### src/rtl/mmio_uart_tx_pkg.sv
// Shared definitions for the IO page: register indices, STATUS bit layout and
// the UART serializer state encoding.
package io_pkg;

  localparam logic [1:0] IO_LEDS        = 2'd0;
  localparam logic [1:0] IO_UART_DATA   = 2'd1;
  localparam logic [1:0] IO_UART_STATUS = 2'd2;

  localparam int unsigned STAT_BUSY = 0;
  localparam int unsigned STAT_FULL = 1;
  localparam int unsigned STAT_OVF  = 2;

  typedef enum logic [1:0] {
    IDLE,
    START,
    DATA,
    STOP
  } ser_state_t;

  function automatic logic [31:0] status_word(input logic ovf, input logic full,
                                              input logic busy);
    status_word            = '0;
    status_word[STAT_OVF]  = ovf;
    status_word[STAT_FULL] = full;
    status_word[STAT_BUSY] = busy;
  endfunction

endpackage

### src/rtl/mmio_uart_tx_serializer.sv
// 8N1 transmit serializer: takes one byte per valid/ready handshake and shifts
// it out LSB first, one bit per DIV clocks, with registered TXD.
module uart_tx_serializer
  import io_pkg::*;
#(
  parameter int unsigned DIV = 8
) (
  input  logic       clk,
  input  logic       resetn,
  input  logic       valid,
  input  logic [7:0] data,
  output logic       ready,
  output logic       txd,
  output logic       busy
);

  localparam int unsigned CW = $clog2(DIV);
  localparam logic [CW-1:0] LAST = CW'(DIV - 1);

  ser_state_t    state, state_n;
  logic [CW-1:0] cnt, cnt_n;
  logic [2:0]    bit_idx, bit_idx_n;
  logic [7:0]    shift, shift_n;
  logic          txd_n;
  logic          tick;

  assign tick  = (cnt == LAST);
  assign ready = (state == IDLE);
  assign busy  = (state != IDLE);

  always_ff @(posedge clk) begin
    if (!resetn) begin
      state   <= IDLE;
      cnt     <= '0;
      bit_idx <= '0;
      shift   <= '0;
      txd     <= 1'b1;
    end else begin
      state   <= state_n;
      cnt     <= cnt_n;
      bit_idx <= bit_idx_n;
      shift   <= shift_n;
      txd     <= txd_n;
    end
  end

  // shift[0] always holds the next data bit to be driven
  always_comb begin
    state_n   = state;
    cnt_n     = tick ? '0 : cnt + 1'b1;
    bit_idx_n = bit_idx;
    shift_n   = shift;
    txd_n     = txd;
    case (state)
      IDLE: begin
        txd_n = 1'b1;
        if (valid) begin
          state_n   = START;
          cnt_n     = '0;
          bit_idx_n = '0;
          shift_n   = data;
          txd_n     = 1'b0;
        end
      end
      START: begin
        if (tick) begin
          state_n = DATA;
          txd_n   = shift[0];
          shift_n = {1'b0, shift[7:1]};
        end
      end
      DATA: begin
        if (tick) begin
          if (bit_idx == 3'd7) begin
            state_n = STOP;
            txd_n   = 1'b1;
          end else begin
            bit_idx_n = bit_idx + 3'd1;
            txd_n     = shift[0];
            shift_n   = {1'b0, shift[7:1]};
          end
        end
      end
      STOP: begin
        txd_n = 1'b1;
        if (tick) state_n = IDLE;
      end
      default: begin
        state_n = IDLE;
        txd_n   = 1'b1;
      end
    endcase
  end

endmodule

### src/rtl/mmio_uart_tx.sv
// IO page slave: LED register and polled transmit-only UART with one-cycle read
// latency. Define IO_UART_FIFO_EN for a FIFO_DEPTH-entry TX FIFO, else one holding register.
module mmio_uart_tx
  import io_pkg::*;
#(
  parameter int unsigned CLK_FREQ_HZ = 12000000,
  parameter int unsigned BAUD_RATE   = 115200,
  parameter int unsigned FIFO_DEPTH  = 4,
  parameter int unsigned IO_BIT      = 22
) (
  input  logic        CLK,
  input  logic        RESETN,
  input  logic [31:0] mem_addr,
  input  logic [31:0] mem_wdata,
  input  logic [3:0]  mem_wmask,
  input  logic        mem_rstrb,
  output logic [31:0] io_rdata,
  output logic [3:0]  LEDS,
  output logic        TXD
);

  localparam int unsigned DIV = CLK_FREQ_HZ / BAUD_RATE;

  logic       io_sel;
  logic [1:0] reg_idx;
  logic       wr;
  logic       push, push_ok, pop, clr_ovf;
  logic       full, empty;
  logic [7:0] head;
  logic       overflow;
  logic       ser_ready, ser_busy;
  logic       unused_bits;

  assign io_sel  = mem_addr[IO_BIT];
  assign reg_idx = mem_addr[3:2];
  assign wr      = io_sel & mem_wmask[0];
  assign push    = wr & (reg_idx == IO_UART_DATA);
  assign clr_ovf = wr & (reg_idx == IO_UART_STATUS);
  assign pop     = !empty & ser_ready;
  // A full buffer still takes a byte when the serializer drains one this cycle
  assign push_ok = push & (!full | pop);

  assign unused_bits = ^{mem_addr, mem_wdata[31:8], mem_wmask[3:1], FIFO_DEPTH == 0};

`ifdef IO_UART_FIFO_EN
  localparam int unsigned AW = $clog2(FIFO_DEPTH);

  logic [7:0]  fifo_mem [FIFO_DEPTH];
  logic [AW:0] wptr, rptr;

  assign empty = (wptr == rptr);
  assign full  = (wptr[AW] != rptr[AW]) && (wptr[AW-1:0] == rptr[AW-1:0]);
  assign head  = fifo_mem[rptr[AW-1:0]];

  always_ff @(posedge CLK) begin
    if (push_ok) fifo_mem[wptr[AW-1:0]] <= mem_wdata[7:0];
  end

  always_ff @(posedge CLK) begin
    if (!RESETN) begin
      wptr <= '0;
      rptr <= '0;
    end else begin
      if (push_ok) wptr <= wptr + 1'b1;
      if (pop)     rptr <= rptr + 1'b1;
    end
  end
`else
  logic       hold_valid;
  logic [7:0] hold_data;

  assign empty = !hold_valid;
  assign full  = hold_valid;
  assign head  = hold_data;

  always_ff @(posedge CLK) begin
    if (!RESETN) begin
      hold_valid <= 1'b0;
      hold_data  <= '0;
    end else if (push_ok) begin
      hold_valid <= 1'b1;
      hold_data  <= mem_wdata[7:0];
    end else if (pop) begin
      hold_valid <= 1'b0;
    end
  end
`endif

  always_ff @(posedge CLK) begin
    if (!RESETN) begin
      LEDS     <= '0;
      overflow <= 1'b0;
    end else begin
      if (wr && reg_idx == IO_LEDS) LEDS <= mem_wdata[3:0];
      if (clr_ovf)                  overflow <= 1'b0;
      else if (push && !push_ok)    overflow <= 1'b1;
    end
  end

  always_ff @(posedge CLK) begin
    if (!RESETN) begin
      io_rdata <= '0;
    end else if (io_sel && mem_rstrb) begin
      case (reg_idx)
        IO_LEDS:        io_rdata <= {28'b0, LEDS};
        IO_UART_STATUS: io_rdata <= status_word(overflow, full, !empty | ser_busy);
        default:        io_rdata <= '0;
      endcase
    end
  end

  uart_tx_serializer #(
    .DIV(DIV)
  ) u_ser (
    .clk   (CLK),
    .resetn(RESETN),
    .valid (!empty),
    .data  (head),
    .ready (ser_ready),
    .txd   (TXD),
    .busy  (ser_busy)
  );

endmodule

### config.mk
export PLATFORM = sky130hd
export DESIGN_NAME = mmio_uart_tx
export DESIGN_NICKNAME = d
export VERILOG_FILES = /design/src/rtl/mmio_uart_tx_pkg.sv /design/src/rtl/mmio_uart_tx_serializer.sv /design/src/rtl/mmio_uart_tx.sv
export SDC_FILE = /design/constraint.sdc
export NUM_CORES = 1
export LEC_CHECK = 0
export CORE_MARGIN = 2
export CORE_UTILIZATION = 44
export CTS_CLUSTER_DIAMETER = 200
export DETAILED_ROUTE_END_ITERATION = 8
export PLACE_DENSITY_LB_ADDON = 0.3
export SETUP_SLACK_MARGIN = 0.3
export SLEW_MARGIN = 5
export SYNTH_ARGS = -nofsm -noshare
export SYNTH_HDL_FRONTEND = slang
export SYNTH_HIERARCHICAL = 1
export SYNTH_SLANG_ARGS = --single-unit
export TNS_END_PERCENT = 20
### constraint.sdc
create_clock -name CLK -period 4.3 [get_ports CLK]
set_clock_uncertainty 0.15 [all_clocks]
set_input_delay 0.86 -clock CLK [delete_from_list [all_inputs] [get_ports CLK]]
set_output_delay 0.86 -clock CLK [all_outputs]
set_load 0.02 [all_outputs]
==> impl_metrics.json, run 1 <==
{
  "power_uw": 822,
  "slew_violations": 0,
  "rsz0062_at_grt": "false",
  "internal_power_uw": 573,
  "numClockSinks": 39,
  "fin_tns_setup_ns": 0,
  "cts_tree": "built",
  "n_antenna_cell": 0,
  "arrival_ns": 2.62,
  "grt_use_met1_pct": 18.2,
  "routed_wirelength_mm": 3.89,
  "layout.nets": 344,
  "hold_viol_final": 0,
  "grt_max_degree": 26,
  "slew_headroom_pct": 49.9,
  "cts_resized": 0,
  "grt_pass1_wl_mm": 6.61,
  "avgSynthCellArea_sq_um": 9.05,
  "chipHeight_um": 74.7,
  "outcome": "finished, final reports clean",
  "place_inst": 325,
  "wl_per_cell_um": 11.7,
  "hold_buffers": 0,
  "cp-end-kind": "flip-flop",
  "combPwrFrac_pct": 21.4,
  "cts_made_buffers": 5,
  "start_util_pct": 45.9,
  "syn_inst": 243,
  "whs_ns": 0.307,
  "hold_class": "reg2reg",
  "r2r-start": "u_ser/state[0]$_SDFFE_PN0P_",
  "ant_nets": 0,
  "num_rows": 25,
  "clk_pin_slew_worst_paths_ns": 0.07,
  "critical_path_required_ns": 4.38,
  "power_density_nw_per_um2": 334,
  "dp_hpwl_mm": 2.83,
  "max_cap_violations": 0,
  "cp-start-kind": "primary input",
  "drive_above_1_share_pct": 9.40,
  "top_usage_layer": "met2",
  "htreeDepth": 2,
  "fin_crit_ns": 2.54,
  "power.leakage_uw": 0.00102,
  "syn-cell-area_sq_um": 2200,
  "p_sw_uw": 249,
  "seqCellArea_sq_um": 781,
  "grt_util_met3_pct": 5.76,
  "hold_depth": 1,
  "r2r_cells": 5,
  "antenna_found_initial": 0,
  "instances_no_fill": 333,
  "grt.overflow.total": 0,
  "cp_max_fo": 25,
  "crit_type": "in2reg",
  "area_growth_pct": 12.0,
  "min_from": "u_ser/cnt[0]$_SDFF_PN0_",
  "port_buffers": 23,
  "yosys_warnings": 6,
  "min_to": "u_ser/cnt[0]$_SDFF_PN0_",
  "gp_congestion": 0.792,
  "ys_types": 46,
  "setup_viol": 0,
  "finalCritPeriodShare_pct": 59.0,
  "timing.rr.end": "u_ser/shift[7]$_SDFFE_PN0P_",
  "vdd_drop_max_mv": 0.186,
  "ys.flop_type": "dfxtp_1",
  "core_area_sq_um": 4790,
  "io_pins": 108,
  "die_w_um": 74.7,
  "p_clk_share_pct": 32.2,
  "dieArea_sq_um": 5580,
  "clockBufferDepth": 2,
  "root_buffer": "clkbuf_8",
  "max_freq_mhz": 394,
  "synth-edff-count": 0,
  "tightest_slew_ns": 0.750,
  "drtPass1Iterations": 4,
  "synth-seq-cells": 39,
  "power_frac_seq_pct": 46.4,
  "avgViaCountPerCell": 4.79,
  "drt_iter0_markers": 93,
  "netSwitchingFraction_pct": 30.3,
  "synth.yosys.seq_area_share_pct": 35.5,
  "multi_input_area_sq_um": 1230,
  "via_count": 1596,
  "postSynth.asyncResetShare_pct": 0,
  "grt_use_met2_pct": 26.5,
  "nFillCells": 472,
  "post_cts_buffers": 0,
  "grt.total_usage_pct": 15.7,
  "drc_errors": 0,
  "r2r_slack_ns": 2.28,
  "grt_pass1_vias": 1509,
  "clock_latency_ns": 0.30
}
==> per-stage QoR <==
| stage | area [sq um] | setup WS, ns | util [%] |
|---|---|---|---|
| after floorplan | 2300 | 2.52 | - |
| after global placement | 2360 | 1.44 | 49.4 |
| after detailed placement | 2360 | 1.45 | 49.4 |
| after CTS | 2460 | 1.77 | 51.5 |
| after global routing | 2460 | 1.55 | 51.5 |
| final | 2460 | 1.76 | 51.5 |
==> layout by cell type (no fill, tap or decap), types with 2 or more instances in the layout <==
| master | instances |
|---|---|
| a21boi_0 | 2 |
| a21oi_1 | 4 |
| a221o_1 | 3 |
| and3_1 | 8 |
| buf_4 | 3 |
| clkbuf_8 | 6 |
| clkdlybuf4s50_1 | 23 |
| conb_1 | 28 |
| dfxtp_1 | 39 |
| ha_1 | 8 |
| inv_1 | 4 |
| mux2_2 | 7 |
| mux2i_1 | 21 |
| nand2_1 | 39 |
| nand3_1 | 7 |
| nor2_1 | 9 |
| nor2b_1 | 7 |
| nor3_1 | 6 |
| nor3b_1 | 2 |
| o21a_1 | 3 |
| o21ai_0 | 8 |
| o21ai_1 | 2 |
| or3_1 | 2 |
| xnor2_1 | 2 |
| xor2_1 | 2 |
==> critical path: stages <==
cell and delay (ns):
clkdlybuf4s50_1 0.96, buf_4 0.34, nand2_1 0.11, a221o_1 0.27, nand3_1 0.07
==> layer usage <==
layer  up-vias  part of all wire (%)
met1       738                    46
met2        29                    48
met5         -                     0
met4         0                   1.5
li1        823                     -
met3         6                   5.0
==> how the worst max path moves through the flow <==
stage / slack, ns / depth (start not counted) / endpoint / from
floorplan: 2.52 / 4 / head[0]$_SDFFE_PN0P_ / mem_addr[3]
finish: 1.76 / 5 / u_ser/state[1]$_SDFFE_PN0P_ / RESETN
detailed placement: 1.45 / 4 / io_rdata[1]$_SDFFE_PN0P_ / RESETN
global route: 1.55 / 4 / io_rdata[1]$_SDFFE_PN0P_ / RESETN
CTS: 1.77 / 4 / io_rdata[1]$_SDFFE_PN0P_ / RESETN
global placement: 1.44 / 4 / io_rdata[2]$_SDFFE_PN0P_ / RESETN
==> flip-flops by register name (all words and copies together) (netlist names) <==
signal,cells
full,1
overflow,1
io_rdata,4
u_ser/cnt,7
u_ser/state,2
head,8
u_ser/txd,1
u_ser/shift,8
u_ser/bit_idx,3
LEDS,4
==> logic make-up after synthesis <==
group,count (synthesis),share of synthesized area (%)
AOI/OAI and AO/OA,29,9.33
adders and majority gates,8,4.55
DFF,39,35.5
xor gates and xnor gates,4,1.59
other,1,0.171
muxes,28,13.1
buffers and inverters,42,13.1
and+or+nand+nor,92,22.6
==> final cells by class <==
type | instances | area share (%)
inverter | 4 | 0.610
clock buffer | 6 | 3.35
timing repair buffer | 26 | 10.3
tap | 67 | 3.40
sequential | 39 | 31.7
clock inverter | 2 | 0.661
multi-input combinational | 189 | 50.0
==> cells in the mapped netlist, types with 3 or more instances <==
| cell | instances | area (sq um) |
|---|---|---|
| a221o_1 | 3 | 30.0 |
| nor2_1 | 9 | 33.8 |
| inv_1 | 4 | 15.0 |
| o21ai_0 | 8 | 40.0 |
| nor3_1 | 6 | 30.0 |
| o21a_1 | 3 | 22.5 |
| a21oi_1 | 4 | 20.0 |
| mux2i_1 | 21 | 210 |
| nor2b_1 | 7 | 43.8 |
| buf_4 | 29 | 218 |
| mux2_2 | 7 | 78.8 |
| ha_1 | 8 | 100 |
| nand3_1 | 7 | 35.0 |
| and3_1 | 8 | 50.1 |
| dfxtp_1 | 39 | 781 |
| clkbuf_1 | 5 | 18.8 |
| nand2_1 | 39 | 146 |
==> power by group through the flow <==
stage | Combinational [uW] | Clock (uW) | Sequential (uW)
floorplan | 151 | 0 | 391
global placement | 174 | 0 | 390
detailed placement | 176 | 0 | 390
CTS | 176 | 276 | 382
global route | 194 | 295 | 384
finish | 176 | 264 | 382
(Power assumes the default switching activity.)
==> inputs of run 2 (changes only) <==
CORE_UTILIZATION = 41   (was 44)
clock period = 2.48 ns   (was 4.3 ns; I/O delays follow)
==> run 2 against run 1 <==
  * Flip-flop and latch count is the same
  * Combinational power rose by 73%
  * Sequential power up 73%
  * Utilization is 2.9 points lower
  * Clock-buffer cell count unchanged
  * Wire length is 1.3% lower
  * Global-route usage is 1.9 points lower
  * Setup slack worse by 1.3 ns
  * Critical path depth fell by 4
  * Critical path type is now reg2out
  * Largest power group unchanged
==> impl_metrics.json, run 2 (same netlist as run 1, synthesis figures left out) <==
{
  "path_delay_family": "buffers and inverters",
  "grt_pass1_vias": 1486,
  "cts_tree": "built",
  "crit_path_max_incr_delay_ns": 0.63,
  "max_freq_mhz": 504,
  "ant_nets": 0,
  "critPathBufInv": 1,
  "cp_max_fo": 3,
  "htreeDepth": 2,
  "fin_crit_ns": 1.98,
  "hold_class": "reg2reg",
  "grt.total_usage_pct": 13.8,
  "numClockSinks": 39,
  "grt_pass1_wl_mm": 6.66,
  "drt_iter0_markers": 55,
  "root_buffer": "clkbuf_8",
  "avgViaCountPerCell": 4.78,
  "clk_pin_slew_worst_paths_ns": 0.08,
  "drtPass1Iterations": 4,
  "die_w_um": 77.2,
  "layout.nets": 343,
  "wl_per_cell_um": 11.4,
  "drc_errors": 0,
  "core_area_sq_um": 5140,
  "worstPathCellList": "clkdlybuf4s50_1",
  "finalCritPeriodShare_pct": 80.0,
  "final_cell_mix": "dfxtp_1, nand2_1, conb_1, clkdlybuf4s50_1, mux2i_1",
  "arrival_ns": 1.34,
  "start_util_pct": 42.8,
  "gp_congestion": 0.830,
  "drive_above_1_share_pct": 9.06,
  "area_growth_pct": 13.4,
  "cts_made_buffers": 5,
  "num_rows": 26,
  "slew_violations": 0,
  "hold_buffers": 0,
  "cts_resized": 0,
  "multi_input_area_sq_um": 1230,
  "rsz0062_at_grt": "false",
  "crit_type": "reg2out",
  "final_core_util_pct": 48.5,
  "dp_hpwl_mm": 2.78,
  "routed_wirelength_mm": 3.83,
  "power.leakage_uw": 0.00103,
  "antenna_found_initial": 0,
  "port_buffers": 23,
  "clock_latency_ns": 0.29,
  "r2r_slack_ns": 0.51,
  "clockBufferDepth": 2,
  "outcome": "finished, final reports clean",
  "hold_viol_final": 0,
  "io_pins": 108,
  "n_antenna_cell": 0,
  "cp-end-kind": "output port",
  "critical_path_required_ns": 1.83,
  "power_density_nw_per_um2": 612,
  "cp-start-kind": "flip-flop",
  "setup_viol": 0,
  "seqCellArea_sq_um": 781,
  "grt.overflow.total": 0,
  "chipHeight_um": 77.2,
  "slowest_stage": "clkdlybuf4s50_1",
  "post_cts_buffers": 0,
  "vdd_drop_max_mv": 0.343,
  "grt_max_degree": 51,
  "via_count": 1601,
  "nFillCells": 521,
  "fin_tns_setup_ns": 0,
  "dieArea_sq_um": 5960,
  "max_cap_violations": 0
}
run 2: cell count changes in the layout (fill, tap and decap cells not counted), sizes merged:
cell	change
buf	-1
clkinv	-1
bufinv	+1
inv	+1
clkinvlp	-1
run 2: report_power, final:
group | total, uW | switching, uW | internal [uW]
registers | 662 | 15.6 | 646
logic | 304 | 182 | 122
clock network | 560 | 230 | 331
total | 1530 | 427 | 1100
run 2: metal layers:
metal	track usage [%]	vias up	routed length (um)
li1	-	821	-
met1	17.3	744	1880
met2	22.5	29	1780
met3	3.53	7	119
met4	5.36	0	54
met5	0	-	0
run 2: area by class of cell:
class | count | share of cell area [%]
Clock buffer | 6 | 3.31
Clock inverter | 2 | 1.56
Inverter | 4 | 0.602
Multi-Input combinational cell | 189 | 49.4
Sequential cell | 39 | 31.3
Tap cell | 70 | 3.51
Timing Repair Buffer | 25 | 10.3
run 2: per-stage QoR:
stage                     area [sq um]  setup slack (ns)  cells  hold WS, ns  power [uW]
final                             2490             0.495    335        0.306        1530
after global placement            2370             0.384    327        0.291         979
after detailed placement          2370             0.354    327        0.299         982
after CTS                         2490             0.486    335        0.311        1550
after floorplan                   2300             0.720    270        0.275         941
after global routing              2490             0.323    335        0.333        1610
run 2: path summary, 6_finish.rpt:
| check | endpoint | depth (start not counted) | from |
|---|---|---|---|
| worst min-delay path | head[1]$_SDFFE_PN0P_ | 2 | head[1]$_SDFFE_PN0P_ |
| worst max register to register | u_ser/shift[0]$_SDFFE_PN0P_ | 5 | u_ser/cnt[0]$_SDFF_PN0_ |
| worst max-delay path | LEDS[2] | 1 | LEDS[2]$_SDFFE_PN0P_ |
| worst min register to register | head[1]$_SDFFE_PN0P_ | 2 | head[1]$_SDFFE_PN0P_ |
==> inputs of run 3 (changes only) <==
CORE_UTILIZATION = 37   (was 41)
clock period = 1.74 ns   (was 2.48 ns; I/O delays follow)
==> run 3 against run 2 <==
  * The run now ends with setup timing left
  * Worst hold slack worse by 0.032 ns
  * Setup slack worse by 0.51 ns
  * Flip-flop and latch count stayed put
  * Non-clock buffer count is 22 higher
  * Clock-buffer cell count is 1 lower
  * Critical path depth is 4 higher
  * Sequential share of layout area is 2.8 points lower
  * Sequential power is 43% higher
  * Die area is 10% higher
  * Register-to-register slack worse by 0.52 ns
  * Via count is 5.4% higher
  * Utilization is 0.97 points lower
  * Largest power group unchanged
  * Highest routed layer unchanged
==> impl_metrics.json, run 3 (same netlist as run 1, synthesis figures left out) <==
{
  "power_density_nw_per_um2": 803,
  "max_cap_violations": 0,
  "routed_wirelength_mm": 4.16,
  "dp_hpwl_mm": 3.02,
  "outcome": "complete, but fails checks",
  "drt_iter0_markers": 62,
  "die_w_um": 81.1,
  "drive_above_1_share_pct": 25.8,
  "clk_pin_slew_worst_paths_ns": 0.08,
  "hold_depth": 2,
  "fin_crit_ns": 1.75,
  "grt.overflow.total": 0,
  "cp-start-kind": "flip-flop",
  "chipHeight_um": 81.1,
  "antenna_found_initial": 0,
  "layout.nets": 365,
  "rsz0062_at_grt": "true",
  "r2r_cells": 5,
  "finalCritPeriodShare_pct": 101,
  "critical_path_required_ns": 1.76,
  "cp-end-kind": "flip-flop",
  "start_util_pct": 37.8,
  "cts_made_buffers": 5,
  "crit_path_max_incr_delay_ns": 0.44,
  "hold_class": "in2reg",
  "crit_type": "reg2reg",
  "grt.total_usage_pct": 13.5,
  "slew_violations": 0,
  "wl_per_cell_um": 11.5,
  "final_cell_mix": "nand2_1, dfxtp_1, conb_1, mux2i_1, buf_4",
  "port_buffers": 23,
  "arrival_ns": 1.77,
  "gp_congestion": 0.740,
  "slowest_stage": "or3b_4",
  "drtPass1Iterations": 4,
  "max_freq_mhz": 571,
  "numClockSinks": 39,
  "clock_latency_ns": 0.29,
  "area_growth_pct": 25.8,
  "avgViaCountPerCell": 4.66,
  "cts_tree": "built",
  "final_core_util_pct": 47.5,
  "core_area_sq_um": 5820,
  "violations": "setup timing",
  "dieArea_sq_um": 6570,
  "vdd_drop_max_mv": 0.458,
  "io_pins": 108,
  "finalInstanceArea_sq_um": 2770,
  "ant_nets": 0,
  "via_count": 1687,
  "cp_max_fo": 5,
  "grt_max_degree": 14,
  "grt_pass1_vias": 1572,
  "clockBufferDepth": 2,
  "dpl_cell_area_sq_um": 2580,
  "num_rows": 28,
  "final_common_cell": "nand2_1",
  "power.leakage_uw": 0.00122,
  "setup_slack_ns": -0.0100,
  "drc_errors": 0,
  "root_buffer": "clkbuf_8",
  "worstPathCellList": "or3b_4 -> buf_4 -> or3_1 -> mux2i_1 -> o21ai_1",
  "grt_pass1_wl_mm": 6.91,
  "hold_viol_final": 0,
  "setup_viol": 5,
  "fin_tns_setup_ns": -0.0233,
  "htreeDepth": 2,
  "n_antenna_cell": 0
}
[run 3: power breakdown]
group	total [uW]	leakage, uW	internal [uW]	switching [uW]
clock	763	0.0000581	427	336
combinational	508	0.000847	226	282
sequential	949	0.000318	924	25.3
total	2220	0.00122	1580	644
[run 3: area by class of cell]
class	count	area (sq um)
Tap cell	75	93.8
Timing Repair Buffer	47	423
Inverter	4	15.0
Clock inverter	3	43.8
Fill cell	598	3050
Sequential cell	39	788
Multi-Input combinational cell	189	1330
Clock buffer	5	68.8
[run 3: path summary, 6_finish.rpt]
check / from / to / slack [ns]
max: u_ser/cnt[6]$_SDFF_PN0_ / u_ser/bit_idx[0]$_SDFFE_PN0P_ / -0.01
min: RESETN / LEDS[2]$_SDFFE_PN0P_ / 0.27
min reg2reg: u_ser/cnt[0]$_SDFF_PN0_ / u_ser/cnt[0]$_SDFF_PN0_ / 0.30
max reg2reg: u_ser/cnt[6]$_SDFF_PN0_ / u_ser/bit_idx[0]$_SDFFE_PN0P_ / -0.01
[run 3: per-stage QoR]
| stage | power (uW) | std cells | worst slack (ns) | hold slack (ns) |
|---|---|---|---|---|
| finish | 2220 | 362 | -0.0100 | 0.274 |
| global placement | 1440 | 351 | -0.122 | 0.291 |
| CTS | 2220 | 359 | 0.00295 | 0.307 |
| global route | 2340 | 362 | -0.0828 | 0.295 |
| floorplan | 1360 | 270 | 0.129 | 0.275 |
| detailed placement | 1450 | 351 | -0.150 | 0.294 |
[run 3: timing repair]
item | CTS | global route
pin swaps | 0 | 9
endpoints found under the setup margin | 44 | 44
resized for setup | 20 | 31
setup buffers | 0 | 3
hold buffers | 0 | 0
[run 3: worst max-delay path: cells and delay by family (launching register included)]
kind            cells  cell delay, ns
buf+inv             1            0.17
mux                 1            0.14
simple gates        2            0.74
compound gates      1            0.09
flops               1            0.35
[run 3: layer usage]
layer  routed length, um  GRT usage (%)
met3                 159           3.00
met4                  34           4.58
met1                1930           16.6
met2                2040           23.2
met5                   0              0
